<file path="src/rtl/serial_loader_if.sv">
// serial_loader_if: control, serial-bit and load-strobe signals of serial_loader
interface serial_loader_if #(parameter int WIDTH = 18);
  logic start;
  logic abort;
  logic bit_in;
  logic bit_valid;
  logic ld;
  logic [WIDTH-1:0] data_out;
  logic busy;
  logic perr;
  modport master(output start, abort, bit_in, bit_valid, input ld, data_out, busy, perr);
  modport slave(input start, abort, bit_in, bit_valid, output ld, data_out, busy, perr);
endinterface

</file>
<file path="src/rtl/serial_loader.sv">
// serial_loader: MSB-first serial-to-parallel word assembler with a one-cycle load strobe.
// Optional even-parity check after the data bits is enabled by SERIAL_LOADER_PARITY_EN.
module serial_loader #(parameter int WIDTH = 18) (
  input logic clk,
  input logic rst,
  serial_loader_if.slave bus
);
`ifdef SERIAL_LOADER_PARITY_EN
  localparam int NB = WIDTH + 1;
`else
  localparam int NB = WIDTH;
`endif
  localparam int CW = $clog2(WIDTH + 2);
  typedef enum logic [1:0] {IDLE, SHIFT, LOAD} state_t;
  state_t state, state_n;
  logic [CW-1:0] cnt, cnt_n;
  logic [WIDTH-1:0] sr, sr_n;
`ifdef SERIAL_LOADER_PARITY_EN
  logic par, par_n, perr_r, perr_n;
`endif
  always_ff @(posedge clk) begin
    if (rst) begin
      state <= IDLE;
      cnt <= '0;
      sr <= '0;
`ifdef SERIAL_LOADER_PARITY_EN
      par <= 1'b0;
      perr_r <= 1'b0;
`endif
    end else begin
      state <= state_n;
      cnt <= cnt_n;
      sr <= sr_n;
`ifdef SERIAL_LOADER_PARITY_EN
      par <= par_n;
      perr_r <= perr_n;
`endif
    end
  end
  always_comb begin
    state_n = state;
    cnt_n = cnt;
    sr_n = sr;
`ifdef SERIAL_LOADER_PARITY_EN
    par_n = par;
    perr_n = 1'b0;
`endif
    unique case (state)
      IDLE: if (bus.start) begin
        state_n = SHIFT;
        cnt_n = '0;
        sr_n = '0;
`ifdef SERIAL_LOADER_PARITY_EN
        par_n = 1'b0;
`endif
      end
      SHIFT: if (bus.abort) begin
        state_n = IDLE;
        cnt_n = '0;
      end else if (bus.bit_valid) begin
        cnt_n = cnt + 1'b1;
`ifdef SERIAL_LOADER_PARITY_EN
        // the trailing parity bit is checked but never shifted into the word
        if (cnt < CW'(WIDTH)) sr_n = {sr[WIDTH-2:0], bus.bit_in};
        par_n = par ^ bus.bit_in;
        if (cnt == CW'(NB - 1)) begin
          state_n = (par ^ bus.bit_in) ? IDLE : LOAD;
          perr_n = par ^ bus.bit_in;
        end
`else
        sr_n = {sr[WIDTH-2:0], bus.bit_in};
        if (cnt == CW'(NB - 1)) state_n = LOAD;
`endif
      end
      LOAD: state_n = IDLE;
      default: state_n = IDLE;
    endcase
  end
  assign bus.ld = state == LOAD;
  assign bus.busy = state != IDLE;
  assign bus.data_out = sr;
`ifdef SERIAL_LOADER_PARITY_EN
  assign bus.perr = perr_r;
`else
  assign bus.perr = 1'b0;
`endif
endmodule

</file>
<file path="src/flat_wrapper.sv">
// flat-port wrapper written by rule: the top's interface ports become plain ports
module serial_loader_flat 
#(parameter int WIDTH = 18)
  (clk, rst, bus_start, bus_abort, bus_bit_in, bus_bit_valid, bus_ld, bus_data_out, bus_busy, bus_perr);
  serial_loader_if #(.WIDTH(WIDTH)) bus_i ();
  input logic clk;
  input logic rst;
  input wire logic [$bits(bus_i.start)-1:0] bus_start;
  input wire logic [$bits(bus_i.abort)-1:0] bus_abort;
  input wire logic [$bits(bus_i.bit_in)-1:0] bus_bit_in;
  input wire logic [$bits(bus_i.bit_valid)-1:0] bus_bit_valid;
  output wire logic [$bits(bus_i.ld)-1:0] bus_ld;
  output wire logic [$bits(bus_i.data_out)-1:0] bus_data_out;
  output wire logic [$bits(bus_i.busy)-1:0] bus_busy;
  output wire logic [$bits(bus_i.perr)-1:0] bus_perr;
  assign bus_i.start = bus_start;
  assign bus_i.abort = bus_abort;
  assign bus_i.bit_in = bus_bit_in;
  assign bus_i.bit_valid = bus_bit_valid;
  assign bus_ld = bus_i.ld;
  assign bus_data_out = bus_i.data_out;
  assign bus_busy = bus_i.busy;
  assign bus_perr = bus_i.perr;
  serial_loader #(.WIDTH(WIDTH)) u_core (.clk(clk), .rst(rst), .bus(bus_i));
endmodule
</file>
<file path="config.mk">
export PLATFORM = sky130hd
export DESIGN_NAME = serial_loader_flat
export DESIGN_NICKNAME = d
export VERILOG_FILES = /design/src/rtl/serial_loader_if.sv /design/src/rtl/serial_loader.sv /design/src/flat_wrapper.sv
export SDC_FILE = /design/constraint.sdc
export NUM_CORES = 1
export LEC_CHECK = 0
export BUFFER_PORTS_ARGS = -buffer_cell sky130_fd_sc_hd__buf_4
export CAP_MARGIN = 0
export CORE_UTILIZATION = 35
export DETAILED_ROUTE_END_ITERATION = 6
export GPL_TIMING_DRIVEN = 0
export PLACE_DENSITY_LB_ADDON = 0.2
export SLEW_MARGIN = 20
export SYNTH_ARGS = -nofsm -noshare
export SYNTH_HDL_FRONTEND = slang
export SYNTH_SLANG_ARGS = --single-unit
</file>
<file path="constraint.sdc">
create_clock -name clk -period 3.64 [get_ports clk]
set_input_delay 0.364 -clock clk [delete_from_list [all_inputs] [get_ports clk]]
set_output_delay 0.364 -clock clk [all_outputs]
set_load 0.05 [all_outputs]
</file>
==> flow_metrics.py, run 1 <==
metrics = {
    "synthesis": {
        "yosysWarnings": 0,
        "syn_area_um2": 1110,
        "synth_nets": 131,
        "ys_types": 26,
        "ys_ff_latch": 25,
        "synth_cells": 123,
        "syn_area_per_cell_um2": 9.03,
        "ys_seq_area_share_pct": 45.0,
    },
    "worst_setup_path": {
        "cp-start-kind": "flop",
        "cp.required_ps": 3280,
        "critPathKind": "reg -> out",
        "cp_max_fo": 10,
        "endpoint_kind": "output pin",
        "reg2regPathDepth": 4,
        "arrival_ps": 1480,
    },
    "die": {
        "die_h_um": 58.3,
        "die_w_um": 58.3,
        "die-area_um2": 3400,
        "initial_core_util_pct": 36.7,
        "rows": 20,
        "core-area_um2": 3030,
        "ios": 27,
    },
    "sta": {
        "timing.fmax_ghz": 0.543,
        "slew_headroom_pct": 63.6,
        "fin_crit_ps": 1840,
        "tightest_slew_ps": 545,
        "rsz0062_at_grt": "no",
        "setup_tns_ps": 0,
        "slew_violations": 0,
        "fin_skew_ps": 7.94,
        "setup_violations": 0,
        "hold_violations": 0,
        "period_share_pct": 50.6,
    },
    "hold_path": {
        "hold_class": "in -> reg",
        "hold_depth": 3,
    },
    "final_layout": {
        "final_cell_mix": "buf_4 (27), dfxtp_1 (25), a21oi_1 (19)",
        "fin_nets": 161,
        "final_cells": 196,
        "drive_gt1_share_pct": 21.7,
        "layout-area-overhead-vs-synth_pct": 24.5,
        "antenna_cells": 0,
        "mostFrequentLayoutCell": "buf_4",
    },
    "clock_tree": {
        "cts_hold_buf": 0,
        "postCtsSetupRepairBufs": 0,
        "htree_levels": 1,
        "clkTransAtPathRegs_ps": 150,
        "root_buffer": "clkbuf_4",
        "cts_made_buffers": 3,
        "cts_resized": 0,
        "cts_sinks": 25,
        "cts_tree": "done",
        "max-clock-path-buffers": 2,
        "insertion_delay_ps": 320,
    },
    "global_routing": {
        "antenna_found_initial": 0,
        "grt_pass1_vias": 919,
        "overflow": 0,
        "grt_start_max_net_pins": 16,
        "grt_pass1_wl_um": 4020,
        "grt.total_usage_pct": 15.0,
    },
    "place": {
        "gp_routability_congestion": 0.712,
        "port_buffers": 25,
        "dpl.cell_count": 192,
        "dp_hpwl_um": 1720,
    },
    "routing": {
        "drt_iter0_drc": 32,
        "vias_per_cell": 5.28,
        "firstDrtPassIters": 4,
        "vias": 1035,
        "routedWlPerCell_um": 12.2,
        "ant_nets": 0,
        "routed_wl_um": 2390,
        "drc": 0,
    },
    "status": {
        "status": "finished, final reports clean",
    },
    "pwr": {
        "p_leak_nw": 0.480,
        "p_total_w": 0.000446,
        "max-vdd-ir-drop_v": 0.000129,
        "power-per-cell-area_nw_per_um2": 322,
    },
    "run": {
        "cap_violations": 0,
    },
}
## path summary, 6_finish.rpt
check                                            start                              endpoint  slack [ps]
setup / recovery          u_core.state[1]$_SDFFE_PP0P_                                bus_ld        1800
hold / removal                               bus_start          u_core.state[0]$_SDFFE_PP0P_         300
setup reg to reg          u_core.state[0]$_SDFFE_PP0P_            u_core.cnt[1]$_SDFFE_PP0P_        2030
hold reg to reg   u_core.bus.data_out[17]$_SDFFE_PP0P_  u_core.bus.data_out[17]$_SDFFE_PP0P_         500
## cells by family (layout without fill, tap and decap cells)
logic type,count (synthesis),in the layout,share of synthesized area [%]
AO/OA/AOI/OAI,45,45,27.6
adder cells (fa/ha/maj),2,2,2.25
buffers and inverters,12,41,4.73
flip-flops,25,25,45.0
multiplexers,1,1,0.901
other,1,1,0.338
AND/OR/NAND/NOR,37,37,19.1
## power by group
| part | switching [W] | internal (W) | total (W) |
|---|---|---|---|
| sequential | 0.000000744 | 0.000275 | 0.000276 |
| clock | 0.0000867 | 0.0000420 | 0.000129 |
| combinational | 0.0000274 | 0.0000144 | 0.0000418 |
| total | 0.000115 | 0.000331 | 0.000446 |
## flip-flops by register name (all words and copies together) (netlist names)
register	flops
u_core.bus.data_out	18
u_core.state	2
u_core.cnt	5
## metrics by stage
stage	instance area, um^2	hold slack (ps)	util (%)	setup slack [ps]
detailed placement	1350	486	44.7	1990
global placement	1350	479	44.7	2010
CTS	1380	293	45.7	1770
floorplan	1110	451	-	1890
global route	1380	310	45.7	1700
finish	1380	300	45.7	1800
## routing by layer
layer  vias up  share of wire [%]  GRT usage (%)
met2        25                 44           24.0
met3         5                4.6           2.64
met5         -                  0              0
met1       481                 50           20.0
met4         0                1.5           6.12
li1        524                  -              -
## critical path, cell delays in order, from the launching register on
cell,delay [ps]
dfxtp_1,420
clkbuf_1,350
nor2b_1,190
buf_4,200
## area by class of cell
class	count	area, um^2
timing repair buffer	25	188
buffer	9	41.3
multi-input combinational	86	558
inverter	3	11.3
clock buffer	3	22.5
tap	44	55.1
fill	306	1640
sequential	25	500
clock inverter	1	7.51
## Yosys cell counts, drive strengths merged
cell type / count / area, um^2
dfxtp: 25 / 500
a21oi: 19 / 95.1
nand2: 13 / 48.8
a32oi: 12 / 105
nand2b: 8 / 50.1
clkbuf: 7 / 26.3
o32ai: 5 / 43.8
or4: 4 / 30.0
inv: 3 / 11.3
o21ai: 3 / 15.0
o31ai: 3 / 22.5
buf: 2 / 15.0
ha: 2 / 25.0
nand3: 2 / 10.0
nand3b: 2 / 15.0
nor2: 2 / 7.51
o21bai: 2 / 15.0
a41o: 1 / 10.0
and4bb: 1 / 12.5
conb: 1 / 3.75
mux2i: 1 / 10.0
nand4: 1 / 6.26
nor2b: 1 / 6.26
nor3: 1 / 5.00
nor3b: 1 / 12.5
or3b: 1 / 8.76
Power figures use the tool's default switching activity.
==> run 2: changes to the inputs <==
--- a/config.mk
+++ b/config.mk
@@ -5,6 +5,7 @@
 export SDC_FILE = /design/constraint.sdc
 export NUM_CORES = 1
 export LEC_CHECK = 0
+export ABC_AREA = 1
 export BUFFER_PORTS_ARGS = -buffer_cell sky130_fd_sc_hd__buf_4
 export CAP_MARGIN = 0
 export CORE_UTILIZATION = 35
==> constraint.sdc (replaced) <==
create_clock -name clk -period 1.9 [get_ports clk]
set_input_delay 0.19 -clock clk [delete_from_list [all_inputs] [get_ports clk]]
set_output_delay 0.19 -clock clk [all_outputs]
set_load 0.05 [all_outputs]
==> flow_metrics.py, run 2 <==
metrics = {
    "synthesis": {
        "synth_nets": 199,
        "synth_largest_area_cell": "dfxtp_1",
        "ys_seq_area_share_pct": 41.1,
        "synth_cells": 191,
        "ys_types": 18,
        "synth_ff_type": "dfxtp_1",
        "synthTopCellsByCount": "nor2_1 (70), inv_1 (31), dfxtp_1 (25)",
        "syn_area_per_cell_um2": 6.37,
        "synth_edf_count": 0,
        "synth_top_area_share_pct": 41.1,
        "async_flop_share_pct": 0,
        "synth_most_common_cell": "nor2_1",
        "synthTopCellsByArea": "dfxtp_1 (41%), nor2_1 (22%), inv_1 (9.6%), nand2_1 (6.8%), o21ai_0 (6.6%)",
        "ys_ff_latch": 25,
        "yosysWarnings": 0,
        "syn_area_um2": 1220,
    },
    "routing": {
        "vias": 1136,
        "vias_per_cell": 4.27,
        "firstDrtPassIters": 4,
        "ant_nets": 0,
        "drt_iter0_drc": 53,
        "routed_wl_um": 2380,
        "routedWlPerCell_um": 8.94,
        "drc": 0,
    },
    "final_layout": {
        "largest_register_ffs": 18,
        "seqCellArea_um2": 500,
        "layout-area-overhead-vs-synth_pct": 22.6,
        "multi_input_comb_area_um2": 553,
        "drive_gt1_share_pct": 16.4,
        "mostFrequentLayoutCell": "nor2_1",
        "num-fill-cells": 381,
        "fin_nets": 229,
        "final_cell_area_um2": 1490,
        "antenna_cells": 0,
        "utilization_pct": 44.7,
        "final_cell_mix": "nor2_1 (70), inv_1 (31), buf_4 (28)",
    },
    "place": {
        "gp_routability_congestion": 0.726,
        "dp_hpwl_um": 1710,
        "port_buffers": 25,
        "placed_area_um2": 1460,
    },
    "worst_setup_path": {
        "reg2reg_slack_ps": 610,
        "cp-start-kind": "flop",
        "cp.required_ps": 1710,
        "cp_max_fo": 6,
        "reg2reg_to": "u_core.bus.data_out[7]$_SDFFE_PP0P_",
        "arrival_ps": 1160,
        "critPathKind": "reg -> out",
        "endpoint_kind": "output pin",
        "reg2regPathDepth": 6,
        "rr_startpoint": "u_core.state[1]$_SDFFE_PP0P_",
    },
    "sta": {
        "setup_violations": 0,
        "rsz0062_at_grt": "no",
        "hold_violations": 0,
        "slew_violations": 0,
        "fin_skew_ps": 6.55,
        "timing.fmax_ghz": 0.741,
        "setup_tns_ps": 0,
        "period_share_pct": 71.0,
        "fin_crit_ps": 1350,
    },
    "pwr": {
        "max-vdd-ir-drop_v": 0.000434,
        "p_leak_nw": 0.690,
        "power-per-cell-area_nw_per_um2": 865,
    },
    "clock_tree": {
        "cts_resized": 0,
        "cts_hold_buf": 0,
        "root_buffer": "clkbuf_4",
        "htree_levels": 1,
        "insertion_delay_ps": 330,
        "max-clock-path-buffers": 2,
        "postCtsSetupRepairBufs": 0,
        "cts_tree": "done",
        "clkTransAtPathRegs_ps": 150,
        "cts_made_buffers": 3,
        "cts_sinks": 25,
    },
    "hold_path": {
        "hold_class": "in -> reg",
        "hold_depth": 2,
        "min-delay-start": "rst",
        "whs_endpoint": "u_core.cnt[2]$_SDFFE_PP0P_",
    },
    "die": {
        "die_h_um": 61.0,
        "ios": 27,
        "die-area_um2": 3720,
        "core-area_um2": 3340,
        "initial_core_util_pct": 36.5,
        "die_w_um": 61.0,
        "rows": 21,
    },
    "global_routing": {
        "grt_pass1_wl_um": 3970,
        "grt_start_max_net_pins": 16,
        "grt.total_usage_pct": 14.2,
        "antenna_found_initial": 0,
        "grt_pass1_vias": 943,
        "overflow": 0,
    },
    "run": {
        "cap_violations": 0,
    },
    "status": {
        "status": "finished, final reports clean",
    },
}
## run 2: cell type report
class,instances,area share (%)
repair buffers,25,12.6
clock inverters,1,0.503
inverters,32,8.21
well taps,46,3.86
flip-flops and latches,25,33.5
plain buffers,6,2.77
clock buffers,3,1.51
multi-input cells,128,37.0
## run 2: power by group
part	total (W)	leakage, nW	switching (W)	internal, W
registers	0.000605	0.205	0.0000352	0.000570
logic	0.000432	0.471	0.000300	0.000132
clock network	0.000253	0.0139	0.000173	0.0000805
## run 2: worst max-delay path by stage
stage | from | end | slack [ps] | cells past startpoint
floorplan | u_core.state[0]$_SDFFE_PP0P_ | u_core.state[0]$_SDFFE_PP0P_ | 560 | 7
global placement | u_core.state[1]$_SDFFE_PP0P_ | u_core.bus.data_out[7]$_SDFFE_PP0P_ | 610 | 6
detailed placement | u_core.state[1]$_SDFFE_PP0P_ | u_core.bus.data_out[9]$_SDFFE_PP0P_ | 610 | 6
CTS | u_core.state[0]$_SDFFE_PP0P_ | bus_busy | 540 | 3
global route | u_core.state[0]$_SDFFE_PP0P_ | bus_busy | 450 | 3
finish | u_core.state[0]$_SDFFE_PP0P_ | bus_busy | 550 | 3
## run 2: worst max-delay path: stages, from the launching register on
cell	delay [ps]
dfxtp_1	450
inv_1	80
nand2_1	100
buf_4	210
## run 2: routing by layer
layer | routed length [um] | GRT usage [%] | up-vias
met5 | 0 | 0 | -
met4 | 24 | 3.90 | 0
met3 | 106 | 4.05 | 2
met2 | 1020 | 21.8 | 21
met1 | 1220 | 19.5 | 481
li1 | - | - | 632
## run 2: through the flow
stage | power, W | instances | hold WS [ps] | worst slack, ps
2_1_floorplan | 0.000935 | 191 | 259 | 556
3_3_place_gp | 0.00105 | 262 | 415 | 611
3_5_place_dp | 0.00105 | 262 | 422 | 610
4_1_cts | 0.00131 | 266 | 44.2 | 536
5_1_grt | 0.00138 | 266 | 38.9 | 452
6_report | 0.00129 | 266 | 59.4 | 551
## run 2: kinds of logic (layout without fill, tap and decap cells)
family	Yosys count	in the layout	share of synthesized area (%)
flops	25	25	41.1
buf+inv	38	67	13.5
other cells	1	1	0.308
compound gates	25	25	11.1
fa+ha+maj	2	2	2.06
simple gates	100	100	32.0
==> run 3: changes to the inputs <==
--- a/config.mk
+++ b/config.mk
@@ -5,7 +5,7 @@
 export SDC_FILE = /design/constraint.sdc
 export NUM_CORES = 1
 export LEC_CHECK = 0
-export ABC_AREA = 1
+export ABC_AREA = 0
 export BUFFER_PORTS_ARGS = -buffer_cell sky130_fd_sc_hd__buf_4
 export CAP_MARGIN = 0
 export CORE_UTILIZATION = 35
==> constraint.sdc (replaced) <==
create_clock -name clk -period 1.16 [get_ports clk]
set_input_delay 0.116 -clock clk [delete_from_list [all_inputs] [get_ports clk]]
set_output_delay 0.116 -clock clk [all_outputs]
set_load 0.05 [all_outputs]
==> flow_metrics.py, run 3 (synthesis gave the netlist of run 1 again) <==
metrics = {
    "final_layout": {
        "largest_register_ffs": 18,
        "fin_nets": 175,
        "utilization_pct": 56.6,
        "drive_gt1_share_pct": 45.8,
        "layout-area-overhead-vs-synth_pct": 54.2,
        "mostFrequentLayoutCell": "buf_4",
        "final_cell_mix": "buf_4 (33), dfxtp_1 (21), a21oi_1 (15)",
        "antenna_cells": 0,
    },
    "worst_setup_path": {
        "reg2reg_slack_ps": -300,
        "cp-start-kind": "flop",
        "cp_max_fo": 4,
        "rr_startpoint": "u_core.state[0]$_SDFFE_PP0P_",
        "endpoint_kind": "flop",
        "arrival_ps": 1720,
        "reg2reg_to": "u_core.cnt[1]$_SDFFE_PP0P_",
        "cp.required_ps": 1420,
        "reg2regPathDepth": 3,
        "critPathKind": "reg -> reg",
        "crit_end": "u_core.cnt[1]$_SDFFE_PP0P_",
        "crit_start": "u_core.state[0]$_SDFFE_PP0P_",
    },
    "die": {
        "ios": 27,
        "die_h_um": 58.3,
        "initial_core_util_pct": 36.7,
        "die-area_um2": 3400,
        "rows": 20,
        "die_w_um": 58.3,
        "core-area_um2": 3030,
    },
    "routing": {
        "routedWlPerCell_um": 13.6,
        "routed_wl_um": 2850,
        "firstDrtPassIters": 4,
        "drc": 0,
        "vias": 1128,
        "drt_iter0_drc": 44,
        "ant_nets": 0,
        "vias_per_cell": 5.37,
    },
    "pwr": {
        "p_int_w": 0.00109,
        "p_total_w": 0.00148,
        "combPwrFrac_pct": 14.0,
        "max-vdd-ir-drop_v": 0.000505,
        "p_switching_w": 0.000396,
        "p_leak_nw": 0.617,
        "switching_share_pct": 26.7,
        "pwr-share-seq_pct": 58.4,
        "clkPwrFrac_pct": 27.6,
        "power-per-cell-area_nw_per_um2": 865,
    },
    "clock_tree": {
        "cts_hold_buf": 0,
        "max-clock-path-buffers": 2,
        "htree_levels": 1,
        "cts_made_buffers": 3,
        "cts_tree": "done",
        "clkTransAtPathRegs_ps": 140,
        "cts_sinks": 25,
        "insertion_delay_ps": 330,
        "root_buffer": "clkbuf_4",
    },
    "global_routing": {
        "use_met3_pct": 2.20,
        "use_met1_pct": 22.8,
        "grt_pass1_vias": 1063,
        "grtUsageMet2_pct": 30.5,
        "grt_pass1_wl_um": 4710,
        "grt.total_usage_pct": 17.7,
        "grt_start_max_net_pins": 16,
        "grt.busiest_layer": "met2",
        "antenna_found_initial": 0,
        "overflow": 0,
    },
    "run": {
        "cap_violations": 0,
    },
    "sta": {
        "rsz0062_at_grt": "yes",
        "period_share_pct": 126,
        "fin_crit_ps": 1460,
        "hold_violations": 0,
        "whs_ps": 59.3,
        "fin_skew_ps": 9.36,
        "setup_violations": 27,
        "finalWorstSetupSlack_ps": -303,
        "timing.fmax_ghz": 0.684,
        "slew_violations": 0,
    },
    "place": {
        "gp_routability_congestion": 0.701,
        "dp_hpwl_um": 1770,
        "port_buffers": 25,
    },
    "hold_path": {
        "hold_class": "in -> reg",
    },
    "status": {
        "status": "complete, but fails checks",
        "violations": "negative setup slack",
    },
}
run 3: power by group through the flow:
stage | logic (W) | clock network (W) | registers, W
floorplan | 0.000105 | 0 | 0.000887
global placement | 0.000150 | 0 | 0.000885
detailed placement | 0.000152 | 0 | 0.000885
CTS | 0.000185 | 0.000423 | 0.000865
global route | 0.000220 | 0.000452 | 0.000867
finish | 0.000208 | 0.000409 | 0.000865
run 3: per-stage QoR:
stage	TNS [ps]	setup WS (ps)	cells	cell area (um^2)
after CTS	-2860	-340	205	1620
after detailed placement	-5360	-363	192	1440
after floorplan	-2060	-298	123	1190
after global routing	-4910	-339	210	1710
after global placement	-4870	-345	192	1440
final	-3480	-303	210	1710
run 3: worst max-delay path, cell delays in order (launching register included):
cell and delay [ps]:
dfxtp_4 380, or3b_4 380, or4_4 520, a21oi_2 120
run 3: timing repair:
| item | 4_1_cts | 5_1_grt |
|---|---|---|
| buffers inserted | 8 | 6 |
| endpoints found under the setup margin | 26 | 27 |
| gates resized for setup | 23 | 18 |
| cloned | 2 | 0 |
| pin swaps | 10 | 11 |
run 3: cell type report:
type                    count  area (um^2)
clock inverters             1         7.51
flip-flops and latches     25          510
fillers                   273         1320
plain buffers               7         60.1
well taps                  44         55.1
inverters                   3         11.3
clock buffers               3         22.5
repair buffers             41          359
multi-input cells          86          687
run 3: worst min path at each step:
stage          startpoint                           end  slack, ps  depth (start not counted)
6_report        bus_start  u_core.state[0]$_SDFFE_PP0P_         60                          3
5_1_grt         bus_start  u_core.state[0]$_SDFFE_PP0P_         50                          3
4_1_cts         bus_start  u_core.state[0]$_SDFFE_PP0P_         60                          3
3_5_place_dp    bus_start  u_core.state[0]$_SDFFE_PP0P_        400                          3
3_3_place_gp    bus_start  u_core.state[0]$_SDFFE_PP0P_        400                          3
2_1_floorplan   bus_start  u_core.state[0]$_SDFFE_PP0P_        250                          2
run 3: routing by layer:
layer | wire length [um] | vias to the layer above
li1 | - | 553
met1 | 1320 | 542
met2 | 1370 | 29
met3 | 123 | 4
met4 | 31 | 0
met5 | 0 | -
